`src/rtl/prewish_mask_responder_if.sv`:
```
// rtl/prewish_mask_responder_if.sv - strobe/data/acknowledge bundle between mentor and responder
interface prewish_mask_responder_if #(
    parameter int MASK_W = 8
);
    logic              STB_I;
    logic [MASK_W-1:0] DAT_I;
    logic              ACK_O;

    modport master (
        output STB_I,
        output DAT_I,
        input  ACK_O
    );

    modport slave (
        input  STB_I,
        input  DAT_I,
        output ACK_O
    );
endinterface

```
`src/rtl/prewish_mask_responder.sv`:
```
// rtl/prewish_mask_responder.sv - captures strobed blink masks and plays them MSB-first on an LED
module prewish_mask_responder #(
    parameter int TICK_DIV_BITS = 3,
    parameter int MASK_W        = 8
) (
    input  logic                      CLK_I,
    input  logic                      RST_I,
    prewish_mask_responder_if.slave   bus,
    output logic                      o_led,
    output logic [7:0]                o_frames,
    output logic                      o_ovr
);
    localparam int IDX_W = (MASK_W > 1) ? $clog2(MASK_W) : 1;
    localparam logic [IDX_W-1:0] IDX_TOP = IDX_W'(MASK_W - 1);

    typedef enum logic {
        IDLE,
        PLAY
    } state_t;

    state_t                   state;
    state_t                   state_nxt;
    logic [TICK_DIV_BITS-1:0] tick_cnt;
    logic                     tick;
    logic                     stb_prev;
    logic                     cap;
    logic                     ack;
    logic [MASK_W-1:0]        pending;
    logic                     pend_vld;
    logic [MASK_W-1:0]        active;
    logic [IDX_W-1:0]         idx;
    logic                     load;
    logic                     play_tick;

    assign tick      = &tick_cnt;
    assign cap       = bus.STB_I & ~stb_prev;
    assign bus.ACK_O = ack;

    // State register
    always_ff @(posedge CLK_I or posedge RST_I) begin
        if (RST_I) begin
            state <= IDLE;
        end else begin
            state <= state_nxt;
        end
    end

    // Next state; load means the pending mask is swapped into the active slot this cycle
    always_comb begin
        state_nxt = state;
        load      = 1'b0;
        play_tick = 1'b0;
        case (state)
            IDLE: begin
                if (tick && pend_vld) begin
                    load      = 1'b1;
                    state_nxt = PLAY;
                end
            end
            PLAY: begin
                if (tick) begin
                    play_tick = 1'b1;
                    if ((idx == '0) && pend_vld) begin
                        load = 1'b1;
                    end
                end
            end
            default: state_nxt = IDLE;
        endcase
    end

    // Free-running tick divider; the all-ones count is the tick cycle
    always_ff @(posedge CLK_I or posedge RST_I) begin
        if (RST_I) begin
            tick_cnt <= '0;
        end else begin
            tick_cnt <= tick_cnt + 1'b1;
        end
    end

    // Rising-edge strobe capture, acknowledge and overrun tracking
    always_ff @(posedge CLK_I or posedge RST_I) begin
        if (RST_I) begin
            stb_prev <= 1'b0;
            ack      <= 1'b0;
            pending  <= '0;
            pend_vld <= 1'b0;
            o_ovr    <= 1'b0;
        end else begin
            stb_prev <= bus.STB_I;
            ack      <= cap;
            if (cap) begin
                pending  <= bus.DAT_I;
                pend_vld <= 1'b1;
                if (pend_vld && !load) begin
                    o_ovr <= 1'b1;
                end
            end else if (load) begin
                pend_vld <= 1'b0;
            end
        end
    end

    // Playback: shift out the active mask one bit per tick, count completed frames
    always_ff @(posedge CLK_I or posedge RST_I) begin
        if (RST_I) begin
            active   <= '0;
            idx      <= IDX_TOP;
            o_led    <= 1'b0;
            o_frames <= '0;
        end else begin
            if (load) begin
                active <= pending;
            end
            if (state == IDLE && load) begin
                idx <= IDX_TOP;
            end
            if (play_tick) begin
                o_led <= active[idx];
                if (idx == '0) begin
                    idx      <= IDX_TOP;
                    o_frames <= o_frames + 8'd1;
                end else begin
                    idx <= idx - 1'b1;
                end
            end
        end
    end
endmodule

```
`src/flat_wrapper.sv`:
```
// flat-port wrapper written by rule: the top's interface ports become plain ports
module prewish_mask_responder_flat 
#(
    parameter int TICK_DIV_BITS = 3,
    parameter int MASK_W        = 8
)
  (CLK_I, RST_I, o_led, o_frames, o_ovr, bus_STB_I, bus_DAT_I, bus_ACK_O);
  prewish_mask_responder_if #(.MASK_W(MASK_W)) bus_i ();
  input  logic CLK_I;
  input  logic RST_I;
  output logic o_led;
  output logic [7:0] o_frames;
  output logic o_ovr;
  input wire logic [$bits(bus_i.STB_I)-1:0] bus_STB_I;
  input wire logic [$bits(bus_i.DAT_I)-1:0] bus_DAT_I;
  output wire logic [$bits(bus_i.ACK_O)-1:0] bus_ACK_O;
  assign bus_i.STB_I = bus_STB_I;
  assign bus_i.DAT_I = bus_DAT_I;
  assign bus_ACK_O = bus_i.ACK_O;
  prewish_mask_responder #(.TICK_DIV_BITS(TICK_DIV_BITS), .MASK_W(MASK_W)) u_core (.CLK_I(CLK_I), .RST_I(RST_I), .bus(bus_i), .o_led(o_led), .o_frames(o_frames), .o_ovr(o_ovr));
endmodule
```
`config.mk`:
```
export PLATFORM = sky130hd
export DESIGN_NAME = prewish_mask_responder_flat
export DESIGN_NICKNAME = d
export VERILOG_FILES = /design/src/rtl/prewish_mask_responder_if.sv /design/src/rtl/prewish_mask_responder.sv /design/src/flat_wrapper.sv
export SDC_FILE = /design/constraint.sdc
export NUM_CORES = 1
export LEC_CHECK = 0
export ABC_AREA = 1
export CORE_ASPECT_RATIO = 1.75
export CORE_UTILIZATION = 45
export DETAILED_ROUTE_END_ITERATION = 12
export GPL_ROUTABILITY_DRIVEN = 0
export PLACE_DENSITY = 0.7
export SYNTH_ARGS = -nofsm -noshare
export SYNTH_HDL_FRONTEND = slang
export SYNTH_SLANG_ARGS = --single-unit
```
`constraint.sdc`:
```
create_clock -name CLK_I -period 1.6 [get_ports CLK_I]
set_clock_uncertainty 0.15 [all_clocks]
set_input_delay 0.24 -clock CLK_I [delete_from_list [all_inputs] [get_ports CLK_I]]
set_output_delay 0.24 -clock CLK_I [all_outputs]
set_load 0.01 [all_outputs]
```
**Word level (Yosys, flattened, before mapping)**

Index checks and enable logic that the tools add are counted.

- Add/sub/neg operators: 3
- $lt $le $gt $ge: 1
- Muxes and demuxes: 14
- Bitwise logic cells: 3
- Reductions and logical operators: 11

Operators by type and width:

| cell | count |
|---|---|
| $mux W1 | 9 |
| $mux W3 | 3 |
| $add A8 B1 Y8 const B | 1 |
| $logic_and A1 B1 Y1 | 4 |
| $lt A3 B4 Y1 const B | 1 |
| $reduce_and A2 Y1 | 2 |
| $reduce_bool A2 Y1 | 2 |
| $add A3 B1 Y3 const B | 1 |
| $bmux W1 S3 | 1 |
| $logic_not A3 Y1 | 1 |
| $reduce_and A3 Y1 | 1 |
| $sub A3 B1 Y3 const B | 1 |
| $not A1 Y1 | 2 |
| $pmux W1 S2 | 1 |
| $and A1 B1 Y1 | 1 |
| $logic_not A1 Y1 | 1 |

- Register bits after elaboration: 36
- Bits of input ports: 11
- Output and inout port bits: 11
- Word-level logic and storage cells: 43

**Longest topological paths before layout**

- Depth after elaboration: 8
- Gate-level depth with buffers: 9
- Depth with buffers taken out: 8

**Worst setup path after synthesis**

No wires, ideal clock.

- Path kind: register to register
- From: register u_core.idx[0]
- To: register u_core.active[5]
- Library setup time: 117 ps
- Data arrival time: 1394 ps
- Data required time: 1333 ps
- Setup slack: -62 ps
- Stages on the path, launching flop included: 10
- Buffers on the path: 1
- Clock period less this slack: 1662 ps
- Cell sequence: dfstp_2 -> inv_1 -> ha_1 -> nand2_4 -> nor2_4 -> nand2_2 -> nand2_4 -> buf_12 -> nand2_2 -> o21ai_2

- Word-level cells in the longest chain between the ends: 5

Ends and longest elaborated chain:

| element | line | text |
|---|---|---|
| from (decl) | prewish_mask_responder.sv:31 | `logic [IDX_W-1:0] idx;` |
| from (signal assigned) | prewish_mask_responder.sv:124 | `idx <= idx - 1'b1;` |
| $logic_not A3 Y1 | prewish_mask_responder.sv:63 | `if ((idx == '0) && pend_vld) begin` |
| $logic_and A1 B1 Y1 | prewish_mask_responder.sv:63 |  |
| $mux W1 | prewish_mask_responder.sv:63 |  |
| $mux W1 | prewish_mask_responder.sv:61 | `if (tick) begin` |
| $pmux W1 S2 | prewish_mask_responder.sv:53 | `case (state)` |
| to (signal assigned) | prewish_mask_responder.sv:113 | `active <= pending;` |
| to (decl) | prewish_mask_responder.sv:30 | `logic [MASK_W-1:0] active;` |

No other way between the ends.
A chain may end at the register's enable or synchronous reset.

**Worst setup path in the final report**

- From: register u_core.idx[1]
- To: register u_core.o_led

- Word-level cells in the longest chain between the ends: 2

Ends and longest elaborated chain:

| element | line | text |
|---|---|---|
| $bmux W1 S3 | prewish_mask_responder.sv:119 | `o_led <= active[idx];` |
| $mux W1 (not written as such) | prewish_mask_responder.sv:119 |  |
| to (signal assigned) | prewish_mask_responder.sv:119 |  |
| to (decl) | prewish_mask_responder.sv:9 | `output logic o_led,` |

No other way between the ends. The select of a mux whose other input is x is not followed.

==> qor.csv <==
stage,metric,value,unit
route,DRC,0,
pwr,worst vdd rail ir drop,761,µV
timing,crit path time final,1570,ps
finish,Util after Layout,64.9,%
route,via count,1335,
clock_tree,CTS buffer count,5,
critical_path,Setup crit end kind,flip-flop,
finish,Syn-to-layout area delta,34.8,%
synth,Ys Warns,0,
timing,Setup WS post-layout,28.5,ps
pwr,clock power share,37.1,%
synth,Post-synth top flop,dfrtp_1,
timing,Slew headroom,82.8,%
finish,area occupied by multi-input gates,724,µm²
finish,layout cell share with drive strength beyond 1,25.1,%
timing,final setup violating endpoints,0,
global_route,first-pass GRT wire length,5350,µm
route,Detail Route Antenna Nets,0,
synth,largest cells by area after synthesis,"dfrtp_1 (49%), nand2_1 (16%), inv_1 (5.6%)",
pwr,leak pwr,1.22,nW
critical_path,"Arr. time, crit path",1590,ps
critical_path,critical path cell sequence,inv_2 -> buf_4 -> buf_4 -> buf_4 -> nand3_1 -> nand3_1 -> nand3_1 -> nand2_1,
clock_tree,Clock transition at path regs,80,ps
hold_path,Hold WC Path Type,in -> async,
synth,syn_area_per_cell,9.08,µm²
route,drt total wl,3370,µm
placement,DP Wirelength,2320,µm
run,maxcap violations,0,
route,router iterations before antenna repair,4,
critical_path,max incr delay on CP,570,ps
synth,Post-Syn Area,1670,µm²
critical_path,CP Class,reg -> reg,
clock_tree,cts hold-fix bufs,0,
timing,Peak Freq,636,MHz
floorplanning,DIE HEIGHT,82.6,µm
synth,"flops & latches, synth",36,
floorplanning,Die Wd,48.1,µm
run_status,status,"complete, no violations",
clock_tree,clk sinks,36,
pwr,Pwr Density,806,nW/µm²
global_route,largest net degree at the start of global routing,37,
route,DR vias/cell,4.84,
route,DR WL/cell,12.2,µm
pwr,Seq pwr share,54.4,%
timing,Final Hold Vio Count,0,
critical_path,worst r2r src,u_core.idx[1]$_DFFE_PP1P_,
critical_path,WP buf/inv,4,
critical_path,CP Launch Point,u_core.idx[1]$_DFFE_PP1P_,
synth,ys async rst share,100,%
synth,sequential share of the synthesized area,54.2,%
pwr,Internal Power,1.39,mW
finish,ant diodes,0,
clock_tree,clk root buf,clkbuf_8,
synth,"EDFF count, synth",0,
global_route,GRT Residual Overflow,0,
synth,"count leader, synth",nand2_1,
finish,fillers,290,
floorplanning,core box area,3470,µm²
clock_tree,CTS tree,yes,
synth,Synthesized Nets,201,
timing,unrepaired setup endpoints after global routing,true,
floorplanning,Initial Util,48.2,%
global_route,initial antenna violation count,0,
pwr,Switching Share,23.5,%
synth,cell taking the most area after synthesis,dfrtp_1,
timing,Setup TNS,0,ps
floorplanning,# rows,28,
finish,nets,247,
route,DR iter-0 viols,26,
critical_path,Crit Path Max Fanout,4,
timing,fin crit share,98.2,%
placement,Placed Area,1980,µm²
synth,most frequent cells after synthesis,"nand2_1 (69), dfrtp_1 (33), inv_1 (25)",
finish,Sequential Area,906,µm²
critical_path,worst-path cell with the longest stage delay,dfstp_2,
critical_path,Worst path top cell family by delay,flip-flops,
clock_tree,later-pin clock latency in the skew report,290,ps
pwr,Logic pwr share,8.5,%
clock_tree,CTS Buffer Depth,2,
floorplanning,I/O pin count,22,
placement,IO buf count,21,
synth,synth unique cells,19,
pwr,switching pwr,0.427,mW
finish,Finished Cell Area,2250,µm²
floorplanning,die footprint,3970,µm²
critical_path,Worst EP required,1620,ps
placement,pre-CTS setup slack,-93.9,ps
clock_tree,htree depth,2,
timing,Worst-Margin Slew,257,ps
critical_path,CP Launch Type,flip-flop,
global_route,vias in the first global route,1317,
synth,Syn Inst Count,184,
timing,max-slew violations,0,
global_route,Total GRT Usage,19.6,%
synth,Synth top area share,49.4,%
[metal layers]
metal  track usage, %  vias up  part of all wire [%]  wire length (µm)
li1                 -      661                     -                 -
met1             17.7      642                    36              1210
met2             37.2       25                    59              2000
met3             4.35        7                   2.4                82
met4             9.72        0                   2.3                77
met5                0        -                     0                 0
[sequential cells by signal (all words and copies together), names as in the netlist]
register and cells:
u_core.active 8, u_core.o_frames 8, u_core.pending 8, u_core.idx 3
u_core.tick_cnt 3, u_core.bus.ACK_O 1, u_core.o_led 1, u_core.o_ovr 1
u_core.pend_vld 1, u_core.state 1, u_core.stb_prev 1
[worst paths after layout]
path | cells after the start | end | slack [ps]
max | 8 | u_core.o_led$_DFFE_PP0P_ | 30
min | 3 | u_core.o_frames[2]$_DFFE_PP0P_ | 130
max reg2reg | 8 | u_core.o_led$_DFFE_PP0P_ | 30
min reg2reg | 2 | u_core.pending[2]$_DFFE_PP0P_ | 330
max in group asynchronous | 3 | u_core.idx[1]$_DFFE_PP1P_ | 900
min in group CLK_I | 1 | u_core.stb_prev$_DFF_PP0_ | 270
[layout by cell type, fill, tap and decap left out, drive strengths merged]
cell	Yosys	final
ha	6	6
xnor2	2	2
dlymetal6s2s	0	6
clkdlybuf4s50	0	13
dfrtp	33	33
buf	1	18
o21ai	12	12
clkbuf	0	7
nand4	4	4
inv	27	27
clkinvlp	0	1
nor2	4	4
nand3	14	14
o21bai	1	1
dlygate4sd2	0	2
dfstp	3	3
nand2	74	75
xor2	3	3
[worst register-to-register path: stages (launching register included)]
cell and delay, ps:
dfstp_2 570, inv_2 60, buf_4 120, buf_4 120, buf_4 140, nand3_1 80
nand3_1 70, nand3_1 100, nand2_1 50
[metrics by stage]
step | total power, mW | std cells | hold slack [ps]
after floorplan | 1.09 | 184 | 121
after global placement | 1.15 | 256 | 261
after detailed placement | 1.16 | 256 | 284
after CTS | 1.83 | 272 | 140
after global routing | 1.90 | 276 | 152
final | 1.82 | 276 | 132
[power by group through the flow]
stage	clock network [mW]	logic, mW	registers [mW]
6_report	0.674	0.154	0.989
5_1_grt	0.730	0.176	0.994
3_3_place_gp	0	0.149	1.00
4_1_cts	0.687	0.158	0.988
3_5_place_dp	0	0.156	1.01
2_1_floorplan	0	0.0907	1.00
[logic make-up after synthesis]
group	count (synthesis)	share of synthesized area [%]
AOI/OAI and AO/OA	13	5.84
xor gates and xnor gates	5	2.62
adders and majority gates	6	4.49
buffers and inverters	28	7.27
DFF	36	54.2
and+or+nand+nor	96	25.6
[cell type report]
type	count	share of cell area [%]
Clock buffer	7	3.83
Multi-Input combinational cell	121	32.2
Tap cell	45	2.50
Sequential cell	36	40.2
Inverter	27	4.50
Timing Repair Buffer	39	16.4
Clock inverter	1	0.333
[what timing repair did]
item / 4_1_cts / 5_1_grt
gates resized for setup: 10 / 16
setup endpoints to repair: 21 / 22
cloned: 0 / 1
buffers inserted: 8 / 3
pin swaps: 4 / 8
hold endpoints to repair: 0 / 0
Power figures use the tool's default switching activity.
